### src/rtl/kbd_scan_ctrl.sv
// Keyboard scan-code sequencer: pops bytes from the PS/2 receiver FIFO, tracks
// break/extended prefixes, holds the current key and counts distinct presses.
module kbd_scan_ctrl #(
  parameter int CNT_W = 8
) (
  input  logic             clk,
  input  logic             rst,
  input  logic [7:0]       ps2_data,
  input  logic             ps2_ready,
  input  logic             ps2_overflow,
  output logic             nextdata_n,
  output logic [7:0]       lut_code,
  input  logic [7:0]       lut_ascii,
  output logic [7:0]       key_code,
  output logic [7:0]       key_ascii,
  output logic             key_valid,
  output logic [CNT_W-1:0] press_cnt,
  output logic             press_pulse,
  output logic             ovf_err
);

  localparam logic [7:0] BREAK_CODE = 8'hF0;
  localparam logic [7:0] EXT_CODE   = 8'hE0;

  typedef enum logic [1:0] {
    WAIT = 2'd0,
    POP  = 2'd1,
    PROC = 2'd2
  } state_t;

  state_t     state;
  logic [7:0] byte_r;
  logic       brk;
  logic       ext;

  // The pop strobe is a pure decode of the state register, so it can never
  // glitch low outside the single POP cycle.
  assign nextdata_n = (state != POP);
  assign lut_code   = byte_r;

  always_ff @(posedge clk) begin
    if (rst) begin
      state       <= WAIT;
      byte_r      <= 8'h00;
      brk         <= 1'b0;
      ext         <= 1'b0;
      key_code    <= 8'h00;
      key_ascii   <= 8'h00;
      key_valid   <= 1'b0;
      press_cnt   <= '0;
      press_pulse <= 1'b0;
      ovf_err     <= 1'b0;
    end else begin
      press_pulse <= 1'b0;
      case (state)
        WAIT: begin
          if (ps2_ready) begin
            byte_r <= ps2_data;
            state  <= POP;
          end
        end
        POP: begin
          state <= PROC;
        end
        PROC: begin
          state <= WAIT;
          if (byte_r == BREAK_CODE) begin
            brk <= 1'b1;
          end else if (byte_r == EXT_CODE) begin
            ext <= 1'b1;
          end else if (ext) begin
            // Extended keys are not supported; drop the byte and the prefixes.
            ext <= 1'b0;
            brk <= 1'b0;
          end else if (brk) begin
            brk <= 1'b0;
            if (key_valid && (byte_r == key_code)) begin
              key_valid <= 1'b0;
            end
          end else if (!(key_valid && (byte_r == key_code))) begin
            key_code    <= byte_r;
            key_ascii   <= lut_ascii;
            key_valid   <= 1'b1;
            press_cnt   <= press_cnt + 1'b1;
            press_pulse <= 1'b1;
          end
        end
        default: begin
          state <= WAIT;
        end
      endcase

      // Overflow means bytes were lost, so any pending prefix is meaningless.
      if (ps2_overflow) begin
        ovf_err <= 1'b1;
        brk     <= 1'b0;
        ext     <= 1'b0;
      end
    end
  end

endmodule

### config.mk
export PLATFORM = sky130hd
export DESIGN_NAME = kbd_scan_ctrl
export DESIGN_NICKNAME = d
export VERILOG_FILES = /design/src/rtl/kbd_scan_ctrl.sv
export SDC_FILE = /design/constraint.sdc
export NUM_CORES = 1
export LEC_CHECK = 0
export BUFFER_PORTS_ARGS = -buffer_cell sky130_fd_sc_hd__buf_4
export CORE_MARGIN = 4
export CORE_UTILIZATION = 49
export DETAILED_ROUTE_END_ITERATION = 7
export PLACE_DENSITY_LB_ADDON = 0.3
export SLEW_MARGIN = 10
export SYNTH_ARGS = -nofsm -noshare
export SYNTH_HDL_FRONTEND = slang
export SYNTH_SLANG_ARGS = --single-unit
### constraint.sdc
create_clock -name clk -period 2.3 [get_ports clk]
set_input_delay 0.23 -clock clk [delete_from_list [all_inputs] [get_ports clk]]
set_output_delay 0.23 -clock clk [all_outputs]
set_load 0.03 [all_outputs]
== After elaboration in Yosys (flattened, before gate mapping) ==
Index checks and enable logic that the tools add are counted.
Word-level totals
  bits in registers: 39
  latch bits: 0
  RAM bits: 0
  ROM bits: 0
  output and inout bits: 36
  memories: 0
Cells by class
  add/sub/neg operators: 1
  multiply operators: 0
  divide/modulo/power cells: 0
  magnitude comparators: 0
  eq/ne operators: 10
  shifts and indexed selects: 0
  mux-type cells: 9
  bitwise gates (word level): 6
  reduce and logical (&&, ||, !) cells: 9
Operators by type and width (count)
  8-bit == test (second input constant): 2
  6-bit AND reduction: 2
  8-bit by 1-bit adder with 8-bit output (second input constant): 1
  8-bit == test: 1
  1-bit 2-to-1 mux: 7
  2-bit != test (second input constant): 3
  1-bit NOT: 6
  2-bit AND reduction: 3
  6-bit OR reduction: 1
  2-bit by 1-bit != test with 1-bit output (second input constant): 2
  2-bit one-hot mux with 2 select lines: 1
  2-bit by 1-bit == test with 1-bit output (second input constant): 1
  2-bit == test (second input constant): 1
  2-bit zero test: 1
  2-bit 2-to-1 mux: 1
  2-bit OR reduction: 1
  1-bit logical AND: 1

== Longest topological paths before layout ==
Gate-level depths: netlist (run 1).
  depth in word-level cells: 4
  mapped depth: 6
  depth with buffers taken out: 5

== Worst setup path after synthesis (run 1) ==
OpenSTA, ideal clock, no wires.
  kind: register -> register
  start: register byte_r[6], in the netlist lut_code[6]
  end: register press_cnt[6]
  library setup time: 0.121 ns
  data arrival time: 1.817 ns
  data required time: 2.179 ns
  slack: 0.362 ns
  stages on the path, launching flop included: 6
  path buffers: 0
  clock period less this slack: 1.938 ns
  cell sequence: dfxtp_1 -> xor2_1 -> nor4_2 -> a311oi_1 -> and4_4 -> mux2_4
On the way
  word-level cells in the longest chain between the ends: 4
  elaborated cells between the ends (all ways): 8
  those cells by class: 3 x eq/ne; 3 x bitwise; 2 x reduce/logical
RTL lines
  start: declaration: RTL line 32  | logic [7:0] byte_r;
  start signal: assignment: RTL line 58  | byte_r <= ps2_data;
  8-bit == test: RTL line 80  | end else if (!(key_valid && (byte_r == key_code))) begin
  1-bit logical AND: RTL line 80
  1-bit NOT (no line)
  6-bit AND reduction (no line) *
  end signal: assignment: RTL line 84  | press_cnt <= press_cnt + 1'b1;
  end: declaration: RTL line 17  | output logic [CNT_W-1:0] press_cnt,
Every way passes the cells marked *; elsewhere a longest branch is shown, timed or not.
A chain may end at the register's enable or synchronous reset.

== Worst setup path in the final report (run 1) ==
  start: register byte_r[6], in the netlist lut_code[6]
  end: register press_cnt[5]
Same word-level chain as after synthesis.

==> results of run 1 <==
-- final cells by class --
type                            count  area, um2
Multi-Input combinational cell    113      787.0
Sequential cell                    39      780.7
Tap cell                           44      55.05
Fill cell                         276       1003
Timing Repair Buffer               57      427.9
Inverter                            2      7.507
Clock buffer                        6      41.29
-- metrics by stage --
step           cells  area [um2]  hold WS [ns]
4_1_cts          261        2100        0.1013
3_3_place_gp     255        2058        0.4437
5_1_grt          261        2100        0.1021
2_1_floorplan    161        1607        0.3458
6_report         261        2100        0.1074
3_5_place_dp     255        2058        0.4608
-- per-layer routing --
layer / global-route usage [%] / share of wire [%] / wire (um)
met4: 8.549 / 1.7 / 61
met5: 0 / 0 / 0
met2: 30.34 / 49 / 1775
met1: 20.60 / 43 / 1535
met3: 6.496 / 6.4 / 229
-- registers in the layout, indices dropped and copies added, names as in the netlist --
register and cells:
key_ascii 8, ext 1, brk 1, state 2, lut_code 8, key_code 8, press_cnt 8, press_pulse 1
ovf_err 1, key_valid 1
-- cell families (layout without fill, tap and decap cells) --
group / after synthesis / after routing / share of synthesized area (%)
xor+xnor: 9 / 9 / 4.907
flops: 39 / 39 / 48.60
fa+ha+maj: 1 / 1 / 0.7787
compound gates: 17 / 17 / 8.256
mux: 26 / 26 / 16.59
simple gates: 60 / 60 / 18.46
buf+inv: 9 / 65 / 2.414
-- worst max path at each step --
| stage | start | to | slack (ns) |
|---|---|---|---|
| 3_5_place_dp | lut_code[6]$_SDFFE_PP0P_ | press_cnt[5]$_SDFFE_PP0P_ | 0.24 |
| 4_1_cts | lut_code[6]$_SDFFE_PP0P_ | press_cnt[5]$_SDFFE_PP0P_ | 0.23 |
| 3_3_place_gp | lut_code[6]$_SDFFE_PP0P_ | press_cnt[5]$_SDFFE_PP0P_ | 0.32 |
| 6_report | lut_code[6]$_SDFFE_PP0P_ | press_cnt[5]$_SDFFE_PP0P_ | 0.25 |
| 2_1_floorplan | lut_code[6]$_SDFFE_PP0P_ | press_cnt[6]$_SDFFE_PP0P_ | 0.36 |
| 5_1_grt | state[1]$_SDFFE_PP0P_ | key_code[7]$_SDFFE_PP0P_ | 0.08 |
-- placed cells by master, fill, tap and decap left out, drive strengths merged --
| master | instances |
|---|---|
| buf | 57 |
| dfxtp | 39 |
| nor2 | 38 |
| mux2i | 24 |
| xor2 | 8 |
| a21oi | 8 |
| clkbuf | 6 |
| nor2b | 5 |
| nand2 | 4 |
| nand2b | 2 |
| nor4 | 2 |
| a21bo | 2 |
| nand3b | 2 |
| inv | 2 |
| nand4 | 2 |
| and4 | 2 |
| mux2 | 2 |
| a31o | 2 |
| nand4b | 1 |
| or3 | 1 |
| o211ai | 1 |
| a31oi | 1 |
| o21ai | 1 |
| o31ai | 1 |
| nor3b | 1 |
| a311oi | 1 |
| xnor2 | 1 |
| ha | 1 |
-- worst max-delay path, stage by stage (launching register included) --
cell     delay [ns]
dfxtp_1        0.38
xor2_1         0.19
nor4_2         0.50
a31oi_4        0.27
buf_4          0.30
a31o_1         0.22
a21oi_1        0.12
-- power by group --
part	leakage (uW)	switching (uW)	internal [uW]
Clock	0.0000242	204	109
Combinational	0.000589	108	84.4
Sequential	0.000317	22.5	696
Total	0.000930	334	889
==> impl_metrics.py, run 1 <==
metrics = {
    "sta": {
        "fmax_ghz": 0.4871,
        "finalMaxSlewViolations": 0,
        "slew_headroom_pct": 67.57,
        "finalHoldViolCount": 0,
        "rsz0062_at_grt": "false",
        "period_share_pct": 89.26,
        "worst_slew_pin_slew_ns": 0.4825,
        "worst_slack_ns": 0.2471,
        "fin_crit_ns": 2.053,
        "tns_ns": 0,
        "setup_violations": 0,
        "worst_clock_skew_ns": 0.004939,
    },
    "placed_design": {
        "gp_congestion": 0.7649,
        "dpl.hpwl_um": 2684,
        "place_ws_ns": 0.2385,
        "port_buffers": 55,
    },
    "clock_tree": {
        "tritoncts": "built",
        "cts_buffer_depth": 2,
        "cts_setup_buffers": 0,
        "htreeDepth": 2,
        "ctsHoldBuffers": 0,
        "postCtsResizedCells": 0,
        "clkTransAtPathRegs_ns": 0.10,
        "clock_latency_ns": 0.34,
        "cts_made_buffers": 5,
        "cts_sinks": 39,
        "cts_root_buffer": "clkbuf_4",
    },
    "power": {
        "leakagePower_uw": 0.0009299,
        "p_total_uw": 1223,
        "ir_drop_mv": 0.3589,
        "power.density_nw_per_um2": 582.6,
    },
    "global_routing": {
        "grt_pass1_vias": 1333,
        "grt_pass1_wl_um": 5927,
        "grt.total_usage_pct": 18.19,
        "antenna_found_initial": 0,
        "grt_max_degree": 42,
        "overflow": 0,
    },
    "worst_setup_path": {
        "cp.required_ns": 2.58,
        "end_kind": "flop",
        "start_kind": "flop",
        "r2r_start": "lut_code[6]$_SDFFE_PP0P_",
        "r2r_setup_slack_ns": 0.25,
        "timing.rr.end": "press_cnt[5]$_SDFFE_PP0P_",
        "path_max_fanout": 15,
        "worstSetupPathType": "reg -> reg",
        "crit_arrival_ns": 2.33,
        "rr_worst_depth": 6,
    },
    "yosys": {
        "synth_nets": 182,
        "synth.largest_area_cell": "dfxtp_1",
        "synth-edff-count": 0,
        "synthArstFlopShare_pct": 0,
        "synthFlopType": "dfxtp_1",
        "ys_ff_latch": 39,
        "synthCells": 161,
        "synth_area_um2": 1607,
        "ys_types": 33,
        "yosysSeqAreaShare_pct": 48.60,
        "avgSynthCellArea_um2": 9.979,
        "synthTopCellsByArea": "dfxtp_1 (49%), mux2i_1 (15%), nor2_1 (8.9%)",
        "synth_most_common_cell": "dfxtp_1",
        "synthTopCellsByCount": "dfxtp_1 (39), nor2_1 (38), mux2i_1 (24)",
        "yosysWarnings": 0,
        "synth_top_area_share_pct": 48.60,
    },
    "layout": {
        "syn_to_final_growth_pct": 30.69,
        "fin_util_pct": 67.66,
        "antenna_cells": 0,
        "fin_nets": 239,
        "drive_gt1_share_pct": 31.80,
    },
    "die": {
        "initial_utilization_pct": 51.77,
        "die_w_um": 65.26,
        "num_rows": 20,
        "die-area_um2": 4259,
        "coreArea_um2": 3103,
        "num_io_pins": 56,
        "die_y_um": 65.26,
    },
    "hold_path": {
        "min_from": "ps2_overflow",
        "min_path_type": "in -> reg",
        "hold_path_depth": 3,
        "holdPathEnd": "ovf_err$_SDFFE_PP0P_",
    },
    "routing": {
        "dr_total_vias": 1317,
        "first_iter_violations": 57,
        "drc": 0,
        "avgRoutedWirePerCell_um": 13.80,
        "post_drt_via_cell_ratio": 5.046,
        "final_antenna_net_count": 0,
        "route.final.wire_length_um": 3601,
        "dr.pass1.iters": 4,
    },
    "flow_run": {
        "drv_cap": 0,
    },
    "run_status": {
        "outcome": "completed",
    },
}
(Power assumes the default switching activity.)
==> run 2: changes to the inputs <==
REMOVE_ABC_BUFFERS = 1   (was default)
==> impl_metrics.py, run 2 (synthesis gave the netlist of run 1 again) <==
metrics = {
    "sta": {
        "finalHoldViolCount": 0,
        "fmax_ghz": 0.5253,
        "worst_clock_skew_ns": 0.01234,
        "worst_slew_pin_slew_ns": 0.4567,
        "fin_crit_ns": 1.904,
        "rsz0062_at_grt": "false",
        "tns_ns": 0,
        "period_share_pct": 82.76,
        "holdWs_ns": 0.1026,
        "finalMaxSlewViolations": 0,
        "slew_headroom_pct": 69.34,
        "setup_violations": 0,
    },
    "die": {
        "initial_utilization_pct": 51.77,
        "die-area_um2": 4259,
        "num_rows": 20,
        "coreArea_um2": 3103,
        "die_y_um": 65.26,
        "num_io_pins": 56,
        "die_w_um": 65.26,
    },
    "clock_tree": {
        "postCtsResizedCells": 0,
        "cts_made_buffers": 5,
        "cts_setup_buffers": 0,
        "ctsHoldBuffers": 0,
        "htreeDepth": 2,
        "clock_latency_ns": 0.34,
        "cts_root_buffer": "clkbuf_4",
        "tritoncts": "built",
        "cts_sinks": 39,
        "cts_buffer_depth": 2,
        "clkTransAtPathRegs_ns": 0.11,
    },
    "run_status": {
        "outcome": "completed",
    },
    "worst_setup_path": {
        "path_max_fanout": 14,
        "start_kind": "flop",
        "end_kind": "flop",
        "worstSetupPathType": "reg -> reg",
        "r2r_start": "lut_code[3]$_SDFFE_PP0P_",
        "worst-path-buf-inv": 1,
        "crit_chain": "xor2_1 -> nor4_2 -> a31oi_4 -> buf_4 -> a31o_1 -> a21oi_1",
        "crit_family": "compound AO/OA/AOI/OAI gates",
        "critPathLaunch": "lut_code[3]$_SDFFE_PP0P_",
        "slowest_delay_ns": 0.46,
        "cp.required_ns": 2.57,
        "cp_slowest_cell": "nor4_2",
        "crit_arrival_ns": 2.17,
    },
    "routing": {
        "drc": 0,
        "dr_total_vias": 1328,
        "route.final.wire_length_um": 3541,
        "first_iter_violations": 56,
        "final_antenna_net_count": 0,
        "dr.pass1.iters": 4,
        "post_drt_via_cell_ratio": 5.049,
        "avgRoutedWirePerCell_um": 13.46,
    },
    "hold_path": {
        "min_from": "ps2_overflow",
        "min_path_type": "in -> reg",
    },
    "layout": {
        "antenna_cells": 0,
        "syn_to_final_growth_pct": 33.02,
        "drive_gt1_share_pct": 32.42,
        "final_common_cell": "buf_4",
        "mostFrequentLayoutCells": "buf_4 (58), dfxtp_1 (39), nor2_1 (38)",
        "fin_nets": 240,
    },
    "power": {
        "power.density_nw_per_um2": 629.7,
        "ir_drop_mv": 0.4648,
        "leakagePower_uw": 0.0009494,
    },
    "global_routing": {
        "overflow": 0,
        "grt_pass1_wl_um": 5706,
        "antenna_found_initial": 0,
        "grt.total_usage_pct": 17.29,
        "grt_pass1_vias": 1260,
        "grt_max_degree": 42,
    },
    "placed_design": {
        "dpl.hpwl_um": 2684,
        "gp_congestion": 0.7710,
        "port_buffers": 55,
    },
    "flow_run": {
        "drv_cap": 0,
    },
}
run 2: changes by cell type in the layout (fill, tap and decap cells not counted):
cell | before | now
bufinv_16 | 0 | 1
buf_4 | 57 | 58
run 2: metal layers:
layer	vias to the layer above	wire, um	global-route usage (%)
met1	628	1464	19.53
met4	0	23	5.440
li1	663	-	-
met5	-	0	0
met3	3	203	6.496
met2	34	1849	29.96
run 2: area by class of cell:
class                   count  area, um2
well taps                  44      55.05
repair buffers             58      435.4
multi-input cells         113      787.0
clock inverters             1      30.03
clock buffers               6      41.29
flip-flops and latches     39      780.7
fillers                   257      965.9
inverters                   2      7.507
run 2: worst reg2reg max path, delay by kind of cell, from the launching register on:
kind | cells | cell delay (ns)
and+or+nand+nor | 1 | 0.46
xor gates and xnor gates | 1 | 0.18
AOI/OAI and AO/OA | 3 | 0.58
DFF | 1 | 0.37
buffers and inverters | 1 | 0.25
run 2: power breakdown:
part | leakage [uW] | internal [uW] | switching [uW]
Combinational | 0.000594 | 85.2 | 107
Sequential | 0.000317 | 696 | 22.7
Clock | 0.0000383 | 224 | 211
Total | 0.000949 | 1010 | 341
run 2: through the flow:
stage	total power, uW	worst slack (ns)	cells	area, um2	utilization (%)
after floorplan	842.3	0.1576	154	1575	-
after global placement	921.1	0.4825	256	2066	66.57
after CTS	1358	0.3999	263	2137	68.87
final	1346	0.3964	263	2137	68.87
after detailed placement	927.3	0.4383	256	2066	66.57
after global routing	1396	0.2554	263	2137	68.87
run 2: path summary, 6_finish.rpt:
kind              cells past startpoint  slack, ns                   endpoint
setup / recovery                      6       0.40  press_cnt[5]$_SDFFE_PP0P_
hold / removal                        3       0.10       ovf_err$_SDFFE_PP0P_
setup reg to reg                      6       0.40  press_cnt[5]$_SDFFE_PP0P_
hold reg to reg                       2       0.49       ovf_err$_SDFFE_PP0P_
